## config.mk

```make
export PLATFORM = sky130hd
export DESIGN_NAME = qspi_rom_responder
export DESIGN_NICKNAME = d
export VERILOG_FILES = /design/src/rtl/qspi_rom_responder.sv
export SDC_FILE = /design/constraint.sdc
export NUM_CORES = 1
export LEC_CHECK = 0
export CAP_MARGIN = 20
export CORE_MARGIN = 5
export CORE_UTILIZATION = 53
export CTS_CLUSTER_SIZE = 14
export DETAILED_ROUTE_END_ITERATION = 10
export HOLD_SLACK_MARGIN = 0.06
export PLACE_DENSITY = 0.77
export REMOVE_ABC_BUFFERS = 1
export SLEW_MARGIN = 5
export SYNTH_ARGS = -nofsm -noshare
export SYNTH_HDL_FRONTEND = slang
export SYNTH_SLANG_ARGS = --single-unit
```

## constraint.sdc

```tcl
create_clock -name clk -period 2.53 [get_ports clk]
set_input_delay 0.3795 -clock clk [delete_from_list [all_inputs] [get_ports clk]]
set_output_delay 0.3795 -clock clk [all_outputs]
set_load 0.005 [all_outputs]
```

## src/rtl/qspi_rom_responder.sv

```systemverilog
// Quad-SPI flash emulator answering Fast Read Quad I/O (0xEB) from a
// synchronous byte-wide cartridge memory. All SPI pins are oversampled in
// the system clock domain, so clk must run at least four times SCK.
module qspi_rom_responder #(
  parameter int ADDR_BITS     = 24,
  parameter int MEM_ADDR_BITS = 12,
  parameter int DUMMY_CYCLES  = 4,
  parameter int SYNC_STAGES   = 2
) (
  input  logic                     clk,
  input  logic                     reset,
  input  logic                     spi_select,
  input  logic                     spi_clk_in,
  input  logic [3:0]               spi_data_in,
  output logic [3:0]               spi_data_out,
  output logic [3:0]               spi_data_oe,
  output logic [MEM_ADDR_BITS-1:0] mem_addr,
  output logic                     mem_req,
  input  logic [7:0]               mem_data,
  input  logic                     mem_valid,
  output logic                     cmd_error,
  output logic                     underrun
);

  localparam int ADDR_NIBS = ADDR_BITS / 4;
  localparam logic [MEM_ADDR_BITS-1:0] MEM_ONE = 1;

  typedef enum logic [2:0] {IDLE, CMD, IGNORE, ADDR, MODE, DUMMY, DATA} state_t;

  logic [SYNC_STAGES-1:0]      r_sckSync;
  logic [SYNC_STAGES-1:0]      r_selSync;
  logic [SYNC_STAGES-1:0][3:0] r_dinSync;
  logic                        r_sckPrev;

  state_t                   r_state;
  logic [7:0]               r_cnt;
  logic [6:0]               r_shift;
  logic [MEM_ADDR_BITS-5:0] r_addr;
  logic [MEM_ADDR_BITS-1:0] r_memAddr;
  logic [MEM_ADDR_BITS-1:0] r_nextAddr;
  logic                     r_memReq;
  logic                     r_reqPending;
  logic                     r_reqWanted;
  logic                     r_discard;
  logic [7:0]               r_buf;
  logic                     r_bufValid;
  logic [3:0]               r_lowNib;
  logic                     r_phaseLow;
  logic [3:0]               r_dout;
  logic [3:0]               r_oe;
  logic                     r_cmdError;
  logic                     r_underrun;

  logic                     w_sck;
  logic                     w_sel;
  logic [3:0]               w_din;
  logic                     w_sckRise;
  logic                     w_sckFall;
  logic [7:0]               w_cmdNext;
  logic [MEM_ADDR_BITS-1:0] w_addrNext;
  logic                     w_resp;
  logic                     w_issue;

  assign w_sck      = r_sckSync[SYNC_STAGES-1];
  assign w_sel      = r_selSync[SYNC_STAGES-1];
  assign w_din      = r_dinSync[SYNC_STAGES-1];
  assign w_sckRise  = w_sck & ~r_sckPrev;
  assign w_sckFall  = ~w_sck & r_sckPrev;
  // High SPI address bits above the memory width simply shift out the top.
  assign w_cmdNext  = {r_shift, w_din[0]};
  assign w_addrNext = {r_addr, w_din};
  assign w_resp     = mem_valid & r_reqPending;
  assign w_issue    = r_reqWanted & ~r_reqPending;

  assign spi_data_out = r_dout;
  assign spi_data_oe  = r_oe & ~{4{w_sel}};
  assign mem_addr     = r_memAddr;
  assign mem_req      = r_memReq;
  assign cmd_error    = r_cmdError;
  assign underrun     = r_underrun;

  // Bring SCK, select and data lines into the clk domain and keep the
  // previous SCK level for edge detection; select idles deasserted.
  always_ff @(posedge clk or posedge reset) begin
    if (reset) begin
      r_sckSync <= '0;
      r_selSync <= '1;
      r_dinSync <= '0;
      r_sckPrev <= 1'b0;
    end else begin
      r_sckSync[0] <= spi_clk_in;
      r_selSync[0] <= spi_select;
      r_dinSync[0] <= spi_data_in;
      for (int i = 1; i < SYNC_STAGES; i++) begin
        r_sckSync[i] <= r_sckSync[i-1];
        r_selSync[i] <= r_selSync[i-1];
        r_dinSync[i] <= r_dinSync[i-1];
      end
      r_sckPrev <= w_sck;
    end
  end

  // Protocol FSM, one-deep read request tracking and the byte buffer that
  // feeds nibbles out on SCK falling edges.
  always_ff @(posedge clk or posedge reset) begin
    if (reset) begin
      r_state      <= IDLE;
      r_cnt        <= '0;
      r_shift      <= '0;
      r_addr       <= '0;
      r_memAddr    <= '0;
      r_nextAddr   <= '0;
      r_memReq     <= 1'b0;
      r_reqPending <= 1'b0;
      r_reqWanted  <= 1'b0;
      r_discard    <= 1'b0;
      r_buf        <= '0;
      r_bufValid   <= 1'b0;
      r_lowNib     <= '0;
      r_phaseLow   <= 1'b0;
      r_dout       <= '0;
      r_oe         <= '0;
      r_cmdError   <= 1'b0;
      r_underrun   <= 1'b0;
    end else begin
      r_memReq   <= 1'b0;
      r_cmdError <= 1'b0;
      if (w_sel) begin
        r_state      <= IDLE;
        r_cnt        <= '0;
        r_shift      <= '0;
        r_addr       <= '0;
        r_reqPending <= 1'b0;
        r_reqWanted  <= 1'b0;
        r_discard    <= 1'b0;
        r_bufValid   <= 1'b0;
        r_phaseLow   <= 1'b0;
        r_dout       <= '0;
        r_oe         <= '0;
      end else begin
        if (w_resp) begin
          r_reqPending <= 1'b0;
          if (r_discard) begin
            r_discard <= 1'b0;
          end else begin
            r_buf      <= mem_data;
            r_bufValid <= 1'b1;
          end
        end else if (w_issue) begin
          r_memReq     <= 1'b1;
          r_reqPending <= 1'b1;
          r_reqWanted  <= 1'b0;
          r_memAddr    <= r_nextAddr;
          r_nextAddr   <= r_nextAddr + MEM_ONE;
        end

        unique case (r_state)
          IDLE: begin
            r_state <= CMD;
            r_cnt   <= '0;
          end
          CMD: if (w_sckRise) begin
            r_shift <= w_cmdNext[6:0];
            r_cnt   <= r_cnt + 8'd1;
            if (r_cnt == 8'd7) begin
              r_cnt <= '0;
              if (w_cmdNext == 8'hEB) begin
                r_state <= ADDR;
              end else begin
                r_cmdError <= 1'b1;
                r_state    <= IGNORE;
              end
            end
          end
          IGNORE: r_state <= IGNORE;
          ADDR: if (w_sckRise) begin
            r_addr <= w_addrNext[MEM_ADDR_BITS-5:0];
            r_cnt  <= r_cnt + 8'd1;
            if (r_cnt == 8'(ADDR_NIBS - 1)) begin
              r_cnt        <= '0;
              r_memAddr    <= w_addrNext;
              r_nextAddr   <= w_addrNext + MEM_ONE;
              r_memReq     <= 1'b1;
              r_reqPending <= 1'b1;
              r_state      <= MODE;
            end
          end
          MODE: if (w_sckRise) begin
            r_cnt <= r_cnt + 8'd1;
            if (r_cnt == 8'd1) begin
              r_cnt   <= '0;
              r_state <= DUMMY;
            end
          end
          DUMMY: if (w_sckRise) begin
            r_cnt <= r_cnt + 8'd1;
            if (r_cnt == 8'(DUMMY_CYCLES - 1)) begin
              r_cnt      <= '0;
              r_phaseLow <= 1'b0;
              r_state    <= DATA;
            end
          end
          DATA: if (w_sckFall) begin
            r_oe <= 4'hF;
            if (!r_phaseLow) begin
              r_phaseLow  <= 1'b1;
              r_reqWanted <= 1'b1;
              if (r_bufValid) begin
                r_dout     <= r_buf[7:4];
                r_lowNib   <= r_buf[3:0];
                r_bufValid <= 1'b0;
              end else begin
                // Starved byte: send all-ones and make sure its late data
                // is never mistaken for the following byte.
                r_dout     <= 4'hF;
                r_lowNib   <= 4'hF;
                r_underrun <= 1'b1;
                r_bufValid <= 1'b0;
                if (w_issue) begin
                  r_discard <= 1'b1;
                end else if (r_reqWanted) begin
                  r_nextAddr <= r_nextAddr + MEM_ONE;
                end else if (r_reqPending && !mem_valid) begin
                  r_discard <= 1'b1;
                end
              end
            end else begin
              r_phaseLow <= 1'b0;
              r_dout     <= r_lowNib;
            end
          end
          default: r_state <= IDLE;
        endcase
      end
    end
  end

endmodule

```

### Word-level counts from Yosys, hierarchy flattened

Index checks and enable logic that the tools add are counted.

| operators by class | value |
|---|---|
| reduce and logical (&&, ||, !) cells | 19 |
| bitwise logic cells | 13 |
| $add $sub $neg | 3 |
| mux-type cells | 95 |
| equal/unequal tests | 21 |

Operators with widths:

| cell | number |
|---|---|
| 12-bit two-way mux | 14 |
| 8-bit two-way mux | 12 |
| 1-bit two-way mux | 44 |
| 8-bit case mux with 5 select lines | 1 |
| 4-bit two-way mux | 9 |
| 3-bit two-way mux | 9 |
| 3-bit != test (second input constant) | 9 |
| 12-bit by 1-bit adder with 12-bit output (second input constant) | 2 |
| 12-bit case mux with 2 select lines | 1 |
| 7-bit two-way mux | 3 |
| 3-bit case mux with 7 select lines | 1 |
| 8-bit by 3-bit equality test with 1-bit output (second input constant) | 2 |
| 5-bit AND reduction | 2 |
| 2-bit nonzero test | 5 |
| 3-bit equality test (second input constant) | 3 |
| 9-bit AND reduction | 1 |
| 8-bit by 1-bit adder with 8-bit output (second input constant) | 1 |
| 8-bit by 1-bit equality test with 1-bit output (second input constant) | 1 |
| 8-bit by 2-bit equality test with 1-bit output (second input constant) | 1 |
| 8-bit equality test (second input constant) | 1 |
| 4-bit AND reduction | 2 |
| 1-bit inverter | 7 |
| 3-bit by 2-bit equality test with 1-bit output (second input constant) | 2 |
| 2-bit AND reduction | 3 |
| other kinds (12) | 15 |

| storage, ports and cells | value |
|---|---|
| logic and storage cells | 174 |
| register bits | 91 |
| bits of input ports | 17 |

### Logic depth before layout (Yosys ltp)

| logic depth | value |
|---|---|
| depth in word-level cells | 10 |
| gate-level depth with buffers | 9 |

### Least setup slack after synthesis

Ideal clock, no wire load.

| timing | value |
|---|---|
| path type | register to register |
| from | register r_bufValid |
| to | register r_nextAddr[8] |
| arrival time | 1,995 ps |
| stages on the path, launching flop included | 8 |
| clock period less this slack | 2,119 ps |
| slack | 411 ps |
| path buffers | 2 |
| setup time | 124 ps |
| path through | dfrtp_1 -> buf_6 -> or4b_4 -> buf_6 -> a2111oi_4 -> xnor2_1 -> o22ai_2 -> a211o_1 |

| on the way | value |
|---|---|
| cells in the longest elaborated chain, start to end | 4 |

Ends and longest elaborated chain:

| element | RTL line | text |
|---|---|---|
| start, declared | 46 | `logic r_bufValid;` |
| start signal, assigned | 118 | `r_bufValid <= 1'b0;` |
| start signal, assigned | 136 | `r_bufValid <= 1'b0;` |
| start signal, assigned | 147 | `r_bufValid <= 1'b1;` |
| 12-bit two-way mux | 208 | `if (r_bufValid) begin` |
| 12-bit two-way mux | 205 | `if (!r_phaseLow) begin` |
| 12-bit two-way mux | 203 | `DATA: if (w_sckFall) begin` |
| 12-bit case mux with 2 select lines | 157 | `unique case (r_state)` |
| end signal, assigned | 154 | `r_nextAddr <= r_nextAddr + MEM_ONE;` |
| end signal, assigned | 182 | `r_nextAddr <= w_addrNext + MEM_ONE;` |
| end signal, assigned | 222 | `r_nextAddr <= r_nextAddr + MEM_ONE;` |
| end, declared | 40 | `logic [MEM_ADDR_BITS-1:0] r_nextAddr;` |

Every way passes these cells.
A chain may end at the register's enable or synchronous reset.

### Final worst setup path

| timing | value |
|---|---|
| from | register r_selSync[1] |
| to | output port spi_data_oe[1] |

| on the way | value |
|---|---|
| cells in the longest elaborated chain, start to end | 2 |

Ends and longest elaborated chain:

| element | RTL line | text |
|---|---|---|
| start, declared | 31 | `logic [SYNC_STAGES-1:0] r_selSync;` |
| start signal, assigned by index | 96 | `r_selSync[i] <= r_selSync[i-1];` |
| 4-bit inverter | 76 | `assign spi_data_oe = r_oe & ~{4{w_sel}};` |
| 4-bit AND | 76 |  |
| end, declared | 16 | `output logic [3:0] spi_data_oe,` |

Every way passes these cells.

==> flow_summary.yaml <==
flow_run:
  cap_viol_max_count: 0
routing:
  antenna_violating_nets_post_route: 0
  drc_errors: 0
  num_vias: 4197
  totalWireLength_mm: 11.7
  drt_pass1_iterations: 5
  initialDrtViolationCount: 302
  routed_wire_length_per_instance_um: 17.3
  post_drt_via_cell_ratio: 6.23
cells_and_area:
  syn_to_final_growth_pct: 13.6
  final_net_count: 579
  layout_common_cells: "dfrtp_1, nand2_1, nor2_1"
  layoutNonFillerInstCount: 674
  antenna-diode-count: 0
  final_common_cell: "dfrtp_1"
  final_layout_size_suffix_gt1_share_pct: 10.8
synth:
  netlist_instances: 528
  synth_area_leaders: "dfrtp_1, nand2_1, nor2_1"
  synth.lib_cells_used.distinct: 71
  syn_area_per_cell_um2: 9.27
  synth_largest_area_cell: "dfrtp_1"
  syn-cell-area_um2: 4890
  ys_seq_area_share_pct: 45.1
  postSynth.topFlopCell: "dfrtp_1"
  yosysTopAreaCellShare_pct: 44.0
  ys_seq_elements: 88
  edff_count_synth: 0
  yosysWarnings: 0
  synthArstFlopShare_pct: 100
global_routing:
  track_usage_pct: 22.1
  number_of_global_route_vias_before_repair: 4151
  grt_pass1_wl_mm: 20.4
  number_of_antenna_violations_at_the_first_check_in_global_routing: 0
  grt_max_degree: 89
  global_route.overflow_total: 0
pwr:
  pwr-share-clk_pct: 34.8
  power-per-cell-area_nw_per_um2: 520
  power_report.internal_total_mw: 2.09
  power_switching_mw: 0.803
  sw_frac_of_total_pct: 27.8
  combPwrFrac_pct: 12.5
  vdd.ir_drop.worst_mv: 0.322
  leakage_power_summed_over_all_cells_nw: 2.28
  power.sequential.fraction_pct: 52.6
setup_path:
  timing.setup.critical_path_class: "reg -> out"
  crit_required_ns: 2.15
  cpLargestDelayFamily: "flip-flops"
  worst_setup_start_kind: "flip-flop"
  cp_slowest_stage_delay_ns: 0.83
  path_max_fanout: 25
  path_buf_inv: 1
  cp_cell_sequence: "nor2b_1 -> clkdlybuf4s50_1"
  timing.critical_path.to_type: "output port"
  critical-path-slowest-cell: "dfstp_2"
  timing.critical_path.arrival_ns: 1.84
die:
  die_height_um: 106
  design.core.area_um2: 9110
  floorplan.initialDensity_pct: 53.7
  rows: 35
  floorplan.die_area_um2: 11300
  die_x_um: 106
  ioPinCount: 40
sta:
  final_setup_vio_count: 0
  finalHoldViolCount: 0
  min_period_over_period_pct: 87.9
  timing.final.max_slew_violations: 0
  rsz0062_at_grt: "false"
  min_period_ns: 2.22
  timing.clock.skew_ns: 0.00884
  worst_slew_margin_rel_pct: 51.2
  tightestPinTransition_ns: 0.728
  maxClockFrequency_ghz: 0.450
  layout_setup_ws_ns: 0.306
min_path:
  worstHoldPathType: "reg -> reg"
clocking:
  clock-sinks: 88
  cts_tree: "done"
  post-cts-setup-buffer-count: 0
  worst_setup_hold_path_clk_slew_ns: 0.08
  clock_tree.htree_level_count: 3
  clock_tree.buffer_depth: 2
  cts-hold-fix-buffers: 0
  insertion_delay_ns: 0.36
  post_cts.resized_instances: 0
  cts_root_buffer: "clkbuf_8"
  tritoncts.num_buffers: 9
placed_design:
  post-place-cells: 658
  place.port_buffers: 39
  dpl.hpwl_mm: 8.12
  preCtsSetupSlack_ns: 0.358
  routabilityCongestion: 0.956
status:
  outcome: "complete, no violations"
==> per-layer routing <==
metal	vias to the layer above	part of all wire [%]	track usage, %
met5	-	0	0
met4	0	2.7	8.33
met3	25	4.7	3.28
met2	136	48	35.7
met1	2061	45	30.2
li1	1975	-	-
==> sequential cells by signal (all words and copies together) (netlist names), 2 cells and up <==
register,count
r_cnt,8
r_addr,8
r_dinSync,4
w_din,4
r_nextAddr,12
r_selSync,2
r_lowNib,4
r_state,3
r_buf,8
r_sckSync,2
mem_addr,12
spi_data_out,4
r_shift,7
==> final cells by class <==
cell class              instances  area, µm²
clock buffers                  10        138
clock inverters                 6       66.3
fillers                       808       3550
inverters                      17       65.1
multi-input cells             385       2390
flip-flops and latches         88       2200
well taps                     111        139
repair buffers                 57        551
==> synth_stat cells, types with 3 or more instances <==
| library cell | instances |
|---|---|
| o41ai_1 | 3 |
| nand3_1 | 19 |
| a221oi_1 | 3 |
| a22o_1 | 4 |
| clkbuf_8 | 4 |
| buf_6 | 3 |
| dfrtp_1 | 86 |
| nand3b_1 | 3 |
| and4_1 | 4 |
| ha_1 | 4 |
| a21oi_1 | 30 |
| o21ai_0 | 32 |
| nor3_1 | 20 |
| nand4_1 | 6 |
| nor2b_1 | 8 |
| xnor2_1 | 10 |
| xor2_1 | 7 |
| a211oi_1 | 9 |
| buf_1 | 5 |
| inv_1 | 17 |
| clkbuf_1 | 12 |
| o211ai_1 | 3 |
| buf_2 | 9 |
| nand2_1 | 61 |
| mux2_2 | 6 |
| nor2_1 | 46 |
| a31oi_1 | 14 |
| or3_1 | 6 |
| or4_1 | 5 |
| buf_4 | 3 |
| a31o_2 | 3 |
| nor4_1 | 6 |
| mux2i_1 | 11 |
| nand2b_1 | 5 |
| o221ai_1 | 8 |
| and3_1 | 8 |
==> stage by stage <==
stage          hold slack [ns]  util, %  setup TNS (ns)  total power, mW  cell area, µm²
4_1_cts                  0.354     61.0               0             2.91            5560
3_5_place_dp             0.337     58.8               0             1.90            5350
6_report                 0.357     61.0               0             2.89            5560
2_1_floorplan            0.331        -          -10.73             1.78            4660
5_1_grt                  0.354     61.0               0             3.02            5560
3_3_place_gp             0.332     58.8               0             1.89            5350
==> kinds of logic after synthesis <==
kind of cell,Yosys count,synth area share [%]
simple gates,212,22.1
compound gates,135,19.1
flops,88,45.1
buf+inv,55,6.01
xor+xnor,17,3.04
mux,17,3.63
fa+ha+maj,4,1.02
==> worst reg2reg max path, stage by stage (launching register included) <==
cell and delay, ns:
dfrtp_1 0.47, ha_1 0.37, nand3_1 0.18, or3_4 0.39, xor2_1 0.15, a2111oi_0 0.46
a211o_1 0.16
==> final timing paths <==
path,startpoint,to,slack [ns],cells past startpoint
max,r_selSync[1]$_DFF_PP1_,spi_data_oe[1],0.31,2
max reg2reg,r_nextAddr[1]$_DFFE_PP0N_,r_nextAddr[8]$_DFFE_PP0N_,0.31,6
min in group asynchronous,reset,r_buf[0]$_DFFE_PP0P_,0.45,3
min,r_dinSync[3]$_DFF_PP0_,w_din[3]$_DFF_PP0_,0.36,0
max in group asynchronous,reset,r_selSync[1]$_DFF_PP1_,1.72,3
min reg2reg,r_dinSync[3]$_DFF_PP0_,w_din[3]$_DFF_PP0_,0.36,0
==> power by group through the flow <==
stage	clock network, mW	registers, mW	logic, mW
5_1_grt	1.09	1.53	0.400
6_report	1.01	1.52	0.363
2_1_floorplan	0	1.53	0.243
4_1_cts	1.03	1.52	0.361
3_3_place_gp	0	1.54	0.341
3_5_place_dp	0	1.55	0.356
Power figures use the tool's default switching activity.
